===== src/rtl/l2cache_mem_responder.sv =====
// L2 line refill/writeback responder: one line <-> N single-word accesses, one outstanding, write drain has priority.
// addrOK same cycle as request; refill after any pending drain; dataOK waits for rdy. Option: `L2MEM_RAW_BYPASS_EN.
module l2cache_mem_responder #(
  parameter int ADDR_WIDTH   = 32,
  parameter int WORD_WIDTH   = 32,
  parameter int OFFSET_WIDTH = 2
) (
  input  logic                                  clk,
  input  logic                                  rstn,
  input  logic                                  l2cache_mem_req_r,
  input  logic                                  l2cache_mem_req_w,
  input  logic                                  l2cache_mem_rdy,
  input  logic [ADDR_WIDTH-1:0]                 l2cache_mem_addr_r,
  input  logic [ADDR_WIDTH-1:0]                 l2cache_mem_addr_w,
  input  logic [(WORD_WIDTH<<OFFSET_WIDTH)-1:0] l2cache_mem_wdata,
  output logic                                  mem_l2cache_addrOK_r,
  output logic                                  mem_l2cache_addrOK_w,
  output logic                                  mem_l2cache_dataOK,
  output logic [(WORD_WIDTH<<OFFSET_WIDTH)-1:0] mem_l2cache_rdata,
  output logic                                  mem_req,
  output logic                                  mem_we,
  output logic [ADDR_WIDTH-1:0]                 mem_addr,
  output logic [WORD_WIDTH-1:0]                 mem_wdata,
  input  logic                                  mem_gnt,
  input  logic                                  mem_rvalid,
  input  logic [WORD_WIDTH-1:0]                 mem_rdata
);

  localparam int LINE_WIDTH = WORD_WIDTH << OFFSET_WIDTH;
  localparam int BYTE_OFF   = $clog2(WORD_WIDTH / 8);
  localparam int LINE_OFF   = OFFSET_WIDTH + BYTE_OFF;
  localparam logic [ADDR_WIDTH-1:0]   LINE_MASK = ADDR_WIDTH'((64'd1 << LINE_OFF) - 64'd1);
  localparam logic [OFFSET_WIDTH-1:0] LAST_WORD = '1;

  typedef enum logic {W_IDLE, W_DRAIN} w_state_t;
  typedef enum logic [2:0] {R_IDLE, R_WAITW, R_FETCH, R_RWAIT, R_RESP} r_state_t;

  w_state_t w_state, w_state_nxt;
  r_state_t r_state, r_state_nxt;

  logic [ADDR_WIDTH-1:0]   w_base, r_base;
  logic [LINE_WIDTH-1:0]   w_buf, rdata_q;
  logic [OFFSET_WIDTH-1:0] w_cnt, r_cnt;
  logic                    rd_hold;
  logic                    w_accept, r_accept, w_busy, w_go, r_go, raw_hit;

  assign w_accept = rstn && (w_state == W_IDLE) && l2cache_mem_req_w;
  assign r_accept = rstn && (r_state == R_IDLE) && l2cache_mem_req_r;
  assign w_busy   = (w_state == W_DRAIN) || w_accept;

  // Drain wins the port, but never yanks a read that is already presented and ungranted,
  // and never issues while a read word is outstanding.
  assign w_go = (w_state == W_DRAIN) && !rd_hold && (r_state != R_RWAIT);
  assign r_go = (r_state == R_FETCH) && ((w_state != W_DRAIN) || rd_hold);

`ifdef L2MEM_RAW_BYPASS_EN
  assign raw_hit = ((w_state == W_DRAIN) && (w_base == r_base)) ||
                   (w_accept && ((l2cache_mem_addr_w & ~LINE_MASK) == r_base));
`else
  assign raw_hit = 1'b0;
`endif

  always_comb begin
    w_state_nxt = w_state;
    case (w_state)
      W_IDLE:  if (w_accept) w_state_nxt = W_DRAIN;
      W_DRAIN: if (w_go && mem_gnt && (w_cnt == LAST_WORD)) w_state_nxt = W_IDLE;
      default: w_state_nxt = W_IDLE;
    endcase
  end

  always_comb begin
    r_state_nxt = r_state;
    case (r_state)
      R_IDLE:  if (r_accept) r_state_nxt = R_WAITW;
      R_WAITW: begin
        if (raw_hit)      r_state_nxt = R_RESP;
        else if (!w_busy) r_state_nxt = R_FETCH;
      end
      R_FETCH: if (r_go && mem_gnt) r_state_nxt = R_RWAIT;
      R_RWAIT: if (mem_rvalid) r_state_nxt = (r_cnt == LAST_WORD) ? R_RESP : R_FETCH;
      R_RESP:  if (l2cache_mem_rdy) r_state_nxt = R_IDLE;
      default: r_state_nxt = R_IDLE;
    endcase
  end

  always_ff @(posedge clk or negedge rstn) begin
    if (!rstn) begin
      w_state <= W_IDLE;
      r_state <= R_IDLE;
      w_base  <= '0;
      r_base  <= '0;
      w_buf   <= '0;
      rdata_q <= '0;
      w_cnt   <= '0;
      r_cnt   <= '0;
      rd_hold <= 1'b0;
    end else begin
      w_state <= w_state_nxt;
      r_state <= r_state_nxt;
      rd_hold <= r_go && !mem_gnt;
      if (w_accept) begin
        w_base <= l2cache_mem_addr_w & ~LINE_MASK;
        w_buf  <= l2cache_mem_wdata;
      end
      if (w_go && mem_gnt) w_cnt <= w_cnt + 1'b1;
      if (r_accept) r_base <= l2cache_mem_addr_r & ~LINE_MASK;
      if ((r_state == R_RWAIT) && mem_rvalid) begin
        rdata_q[int'(r_cnt)*WORD_WIDTH +: WORD_WIDTH] <= mem_rdata;
        r_cnt <= r_cnt + 1'b1;
      end
      if ((r_state == R_WAITW) && raw_hit)
        rdata_q <= (w_state == W_DRAIN) ? w_buf : l2cache_mem_wdata;
    end
  end

  // Word index is ORed into the zeroed offset field so it can never carry into the tag.
  assign mem_req   = w_go || r_go;
  assign mem_we    = w_go;
  assign mem_addr  = w_go ? (w_base | (ADDR_WIDTH'(w_cnt) << BYTE_OFF)) :
                     r_go ? (r_base | (ADDR_WIDTH'(r_cnt) << BYTE_OFF)) : '0;
  assign mem_wdata = w_go ? w_buf[int'(w_cnt)*WORD_WIDTH +: WORD_WIDTH] : '0;

  assign mem_l2cache_addrOK_w = w_accept;
  assign mem_l2cache_addrOK_r = r_accept;
  assign mem_l2cache_dataOK   = (r_state == R_RESP) && l2cache_mem_rdy;
  assign mem_l2cache_rdata    = rdata_q;

endmodule


===== config.mk =====
export PLATFORM = sky130hd
export DESIGN_NAME = l2cache_mem_responder
export DESIGN_NICKNAME = d
export VERILOG_FILES = /design/src/rtl/l2cache_mem_responder.sv
export SDC_FILE = /design/constraint.sdc
export NUM_CORES = 1
export LEC_CHECK = 0
export ABC_CLOCK_PERIOD_IN_PS = 1800
export BUFFER_PORTS_ARGS = -buffer_cell sky130_fd_sc_hd__buf_2
export CAP_MARGIN = 20
export CORE_MARGIN = 5
export CORE_UTILIZATION = 45
export CTS_CLUSTER_SIZE = 20
export DETAILED_ROUTE_END_ITERATION = 10
export PLACE_DENSITY = 0.74
export SETUP_SLACK_MARGIN = 0.2
export SLEW_MARGIN = 5
export SYNTH_ARGS = -nofsm -noshare
export SYNTH_HDL_FRONTEND = slang
export SYNTH_SLANG_ARGS = --single-unit

===== constraint.sdc =====
create_clock -name clk -period 1.8 [get_ports clk]
set_input_delay 0.36 -clock clk [delete_from_list [all_inputs] [get_ports clk]]
set_output_delay 0.36 -clock clk [all_outputs]
set_load 0.02 [all_outputs]

==> run_results.csv <==
group,metric,value,unit
status,violations,"hold timing, setup timing",
power_and_ir_drop,swShare,0.3777,
run,drv_cap,0,
placed_design,post-place-ws,-0.1206,ns
drt,drcViolationCount,0,
power_and_ir_drop,intPower,27.49,mW
sta,clock_skew,0.02560,ns
cts,clock_tree.buffer_depth,3,
drt,drt_wl_total,50.52,mm
critical_path,rrSetupSlack,-0.24,ns
floorplan,rows,66,
sta,max_freq,410.6,MHz
power_and_ir_drop,p_comb_frac,0.536,
critical_path,worstPathRequired,1.44,ns
sta,finalCritPeriodShare,1.353,
sta,hold_ws,-0.09661,ns
finish,nets,1911,
critical_path,endpoint_kind,"output port",
power_and_ir_drop,p_sw,16.69,mW
critical_path,path_cells,"buf_6, buf_12, mux4_2, and3_4, buf_6",
floorplan,num_io_pins,428,
global_route,grtUsageTotal,0.2652,
finish,multi_input_area,6188,um2
sta,hold_viol,85,
cts,cts_root_buf,"clkbuf_16",
critical_path,cp.arrival,2.08,ns
sta,finalSetupViolations,219,
floorplan,dieArea,36590,um2
status,status,"complete, but fails checks",
placed_design,place_congestion,0.8407,
critical_path,slowest_delay,0.52,ns
sta,tightest_slew,0.8016,ns
critical_path,crit_top_cell,"buf_6",
drt,drt_iter0_markers,667,
global_route,antenna_found_initial,13,
logic_synthesis,synth_cell_type_count,41,
global_route,grt_max_degree,113,
critical_path,r2r-end,"mem_l2cache_rdata[92]$_DFFE_PN0P_",
sta,fin_crit,2.435,ns
drt,wire_per_inst,23.46,um
global_route,grt_remaining_overflow,0,
critical_path,startpoint,"w_cnt[0]$_DFFE_PN0P_",
global_route,grt_pass1_wl,75.84,mm
logic_synthesis,ys_warn_count,0,
logic_synthesis,async_reset_ff_frac,1.000,
sta,rsz0062_at_grt,"true",
logic_synthesis,synth_cells,1136,
drt,drt_pass1_iterations,5,
placed_design,port_buffers,417,
finish,area_delta_synth_final,48.24,%
critical_path,cp_max_fo,8,
sta,relSlewSlack,0.4638,
logic_synthesis,ys.flop_type,"dfrtp_1",
cts,cts.sinks,321,
drt,via_per_inst,5.526,
cts,cts_tree,"done",
power_and_ir_drop,leakage,10.22,nW
critical_path,worst_r2r_path_depth,11,
power_and_ir_drop,peakVddDrop,1.170,mV
global_route,grt_pass1_vias,12950,
drt,routed-via-count,11900,
cts,clk_latency,0.52,ns
power_and_ir_drop,clockPowerShare,0.167,
floorplan,core,32450,um2
logic_synthesis,synth_seq_cells,321,
finish,drive_above_1_share,0.6394,
critical_path,r2r-start,"r_state[2]$_DFFE_PN0P_",
power_and_ir_drop,power.share.sequential,0.297,
floorplan,die_width,191.3,um
sta,finalMaxSlewViolations,0,
min_path,hp-class,"input pin to async pin",
floorplan,die_y,191.3,um
logic_synthesis,syn_area,14790,um2
cts,cts.reportedPaths.clkPinSlew,0.06,ns
drt,ant_nets,0,
floorplan,start_util,0.4557,
logic_synthesis,synth_edf_count,0,
placed_design,hpwl,30.86,mm
critical_path,critPathKind,"register to output port",
logic_synthesis,yosysSeqAreaShare,0.5432,
critical_path,cp_slowest_cell,"mux4_2",
logic_synthesis,syn_area_per_cell,13.02,um2
power_and_ir_drop,power_per_cell_area,2015,nW/um2
sta,worst_slack,-0.6352,ns
sta,fin_setup_tns,-58.44,ns
critical_path,startpoint_type,"register",
cts,numCtsBuffers,36,
finish,fillers,2202,
finish,seqCellArea,8039,um2
cts,h-tree-depth,2,
[power by group through the flow]
stage	Combinational (mW)	Sequential [mW]	Clock, mW
final	23.7	13.1	7.36
after global routing	25.0	13.5	7.79
after CTS	23.3	13.0	7.46
after detailed placement	19.6	13.0	0
after global placement	19.3	12.9	0
after floorplan	11.9	14.3	0
[area by class of cell]
| cell class | count | area share |
|---|---|---|
| diodes | 11 | 0.001256 |
| clock buffers | 57 | 0.05069 |
| clock inverters | 8 | 0.003425 |
| inverters | 130 | 0.02226 |
| multi-input cells | 584 | 0.2823 |
| flip-flops and latches | 321 | 0.3667 |
| well taps | 442 | 0.02523 |
| repair buffers | 600 | 0.2481 |
[cells in the final DEF (no fill, tap or decap), types with 9 or more instances in the layout]
cell / Yosys / final
and3_4: 0 / 31
buf_4: 23 / 46
buf_8: 0 / 9
buf_16: 0 / 29
clkbuf_16: 0 / 45
buf_6: 28 / 105
nand4_1: 128 / 128
mux2_4: 0 / 29
o21ai_2: 120 / 128
dfrtp_1: 321 / 316
mux2_2: 184 / 156
clkbuf_8: 0 / 11
buf_12: 0 / 50
inv_1: 130 / 129
a22o_4: 0 / 29
mux4_2: 32 / 32
buf_2: 14 / 351
diode_2: 0 / 11
clkbuf_1: 23 / 9
[cell families after synthesis]
family	after synthesis	synth area share
flip-flops	321	0.5432
multiplexers	217	0.1896
other	1	0.0002536
AO/OA/AOI/OAI	164	0.09468
AND/OR/NAND/NOR	192	0.08495
adder cells (fa/ha/maj)	7	0.005922
XOR/XNOR	2	0.001185
buffers and inverters	232	0.08021
[Yosys cell counts (2+ instances only)]
| cell type | count | area [um2] |
|---|---|---|
| o21ai_1 | 5 | 25.02 |
| a22o_1 | 30 | 262.8 |
| clkbuf_1 | 23 | 86.33 |
| buf_1 | 13 | 48.80 |
| dfrtp_1 | 321 | 8033 |
| buf_4 | 23 | 172.7 |
| nand3_1 | 2 | 10.01 |
| o21ai_2 | 120 | 1051 |
| and3b_1 | 2 | 17.52 |
| buf_6 | 28 | 315.3 |
| mux4_2 | 32 | 720.7 |
| nand2_1 | 5 | 18.77 |
| and2_4 | 4 | 35.03 |
| nor2_1 | 4 | 15.01 |
| mux2_2 | 184 | 2072 |
| inv_1 | 130 | 488.0 |
| nand4_1 | 128 | 800.8 |
| buf_2 | 14 | 70.07 |
| xnor2_1 | 2 | 17.52 |
| ha_1 | 7 | 87.58 |
| and3_1 | 33 | 206.5 |
| o21ai_0 | 4 | 20.02 |
| nor3b_2 | 3 | 37.54 |
| a21oi_1 | 2 | 10.01 |
[worst max-delay path by stage]
| stage | endpoint | slack, ns | cells past startpoint |
|---|---|---|---|
| 5_1_grt | mem_wdata[29] | -0.71 | 5 |
| 3_5_place_dp | mem_wdata[3] | -0.12 | 4 |
| 6_report | mem_wdata[24] | -0.64 | 5 |
| 2_1_floorplan | mem_wdata[23] | 0.08 | 4 |
| 4_1_cts | mem_wdata[3] | -0.66 | 5 |
| 3_3_place_gp | mem_wdata[12] | -0.09 | 4 |
[repair_timing]
action / CTS / global route
endpoints found under the setup margin: 223 / 299
buffers inserted: 55 / 10
pin swaps: 54 / 3
hold buffers: 1 / 2
hold endpoints to repair: 6 / 16
resized for setup: 271 / 14
cloned: 28 / 9
[per-stage QoR]
| step | utilization | hold slack, ns | std cells | area, um2 | total power, mW |
|---|---|---|---|---|---|
| finish | 0.6755 | -0.09661 | 2153 | 21920 | 44.18 |
| global route | 0.6755 | -0.07867 | 2153 | 21920 | 46.26 |
| CTS | 0.6631 | -0.01081 | 2121 | 21520 | 43.75 |
| detailed placement | 0.5589 | 0.1781 | 1972 | 18140 | 32.64 |
| global placement | 0.5589 | 0.1780 | 1972 | 18140 | 32.15 |
| floorplan | - | 0.06441 | 1137 | 15280 | 26.24 |
[flip-flops by register name, indices dropped and copies added, names as in the netlist]
name               count
r_state                3
w_cnt                  2
w_buf                128
r_base                28
mem_l2cache_rdata    128
w_base                28
w_state                1
r_cnt                  2
rd_hold                1
[routing by layer]
metal  share of wire  wire [um]  track usage  up-vias
met5         0.00073         37            0        -
met4           0.033       1665       0.1028        6
met2            0.49      24960       0.4424      596
met3           0.096       4846      0.07670      127
li1                -          -            -     5168
met1            0.38      19010       0.3274     6000
[critical path: cells and delay by family (launching register included)]
kind	cells	cell delay, ns
multiplexers	1	0.52
flip-flops	1	0.45
buffers and inverters	3	0.40
AND/OR/NAND/NOR	1	0.19
No activity file was read; power rests on OpenSTA's default activity.
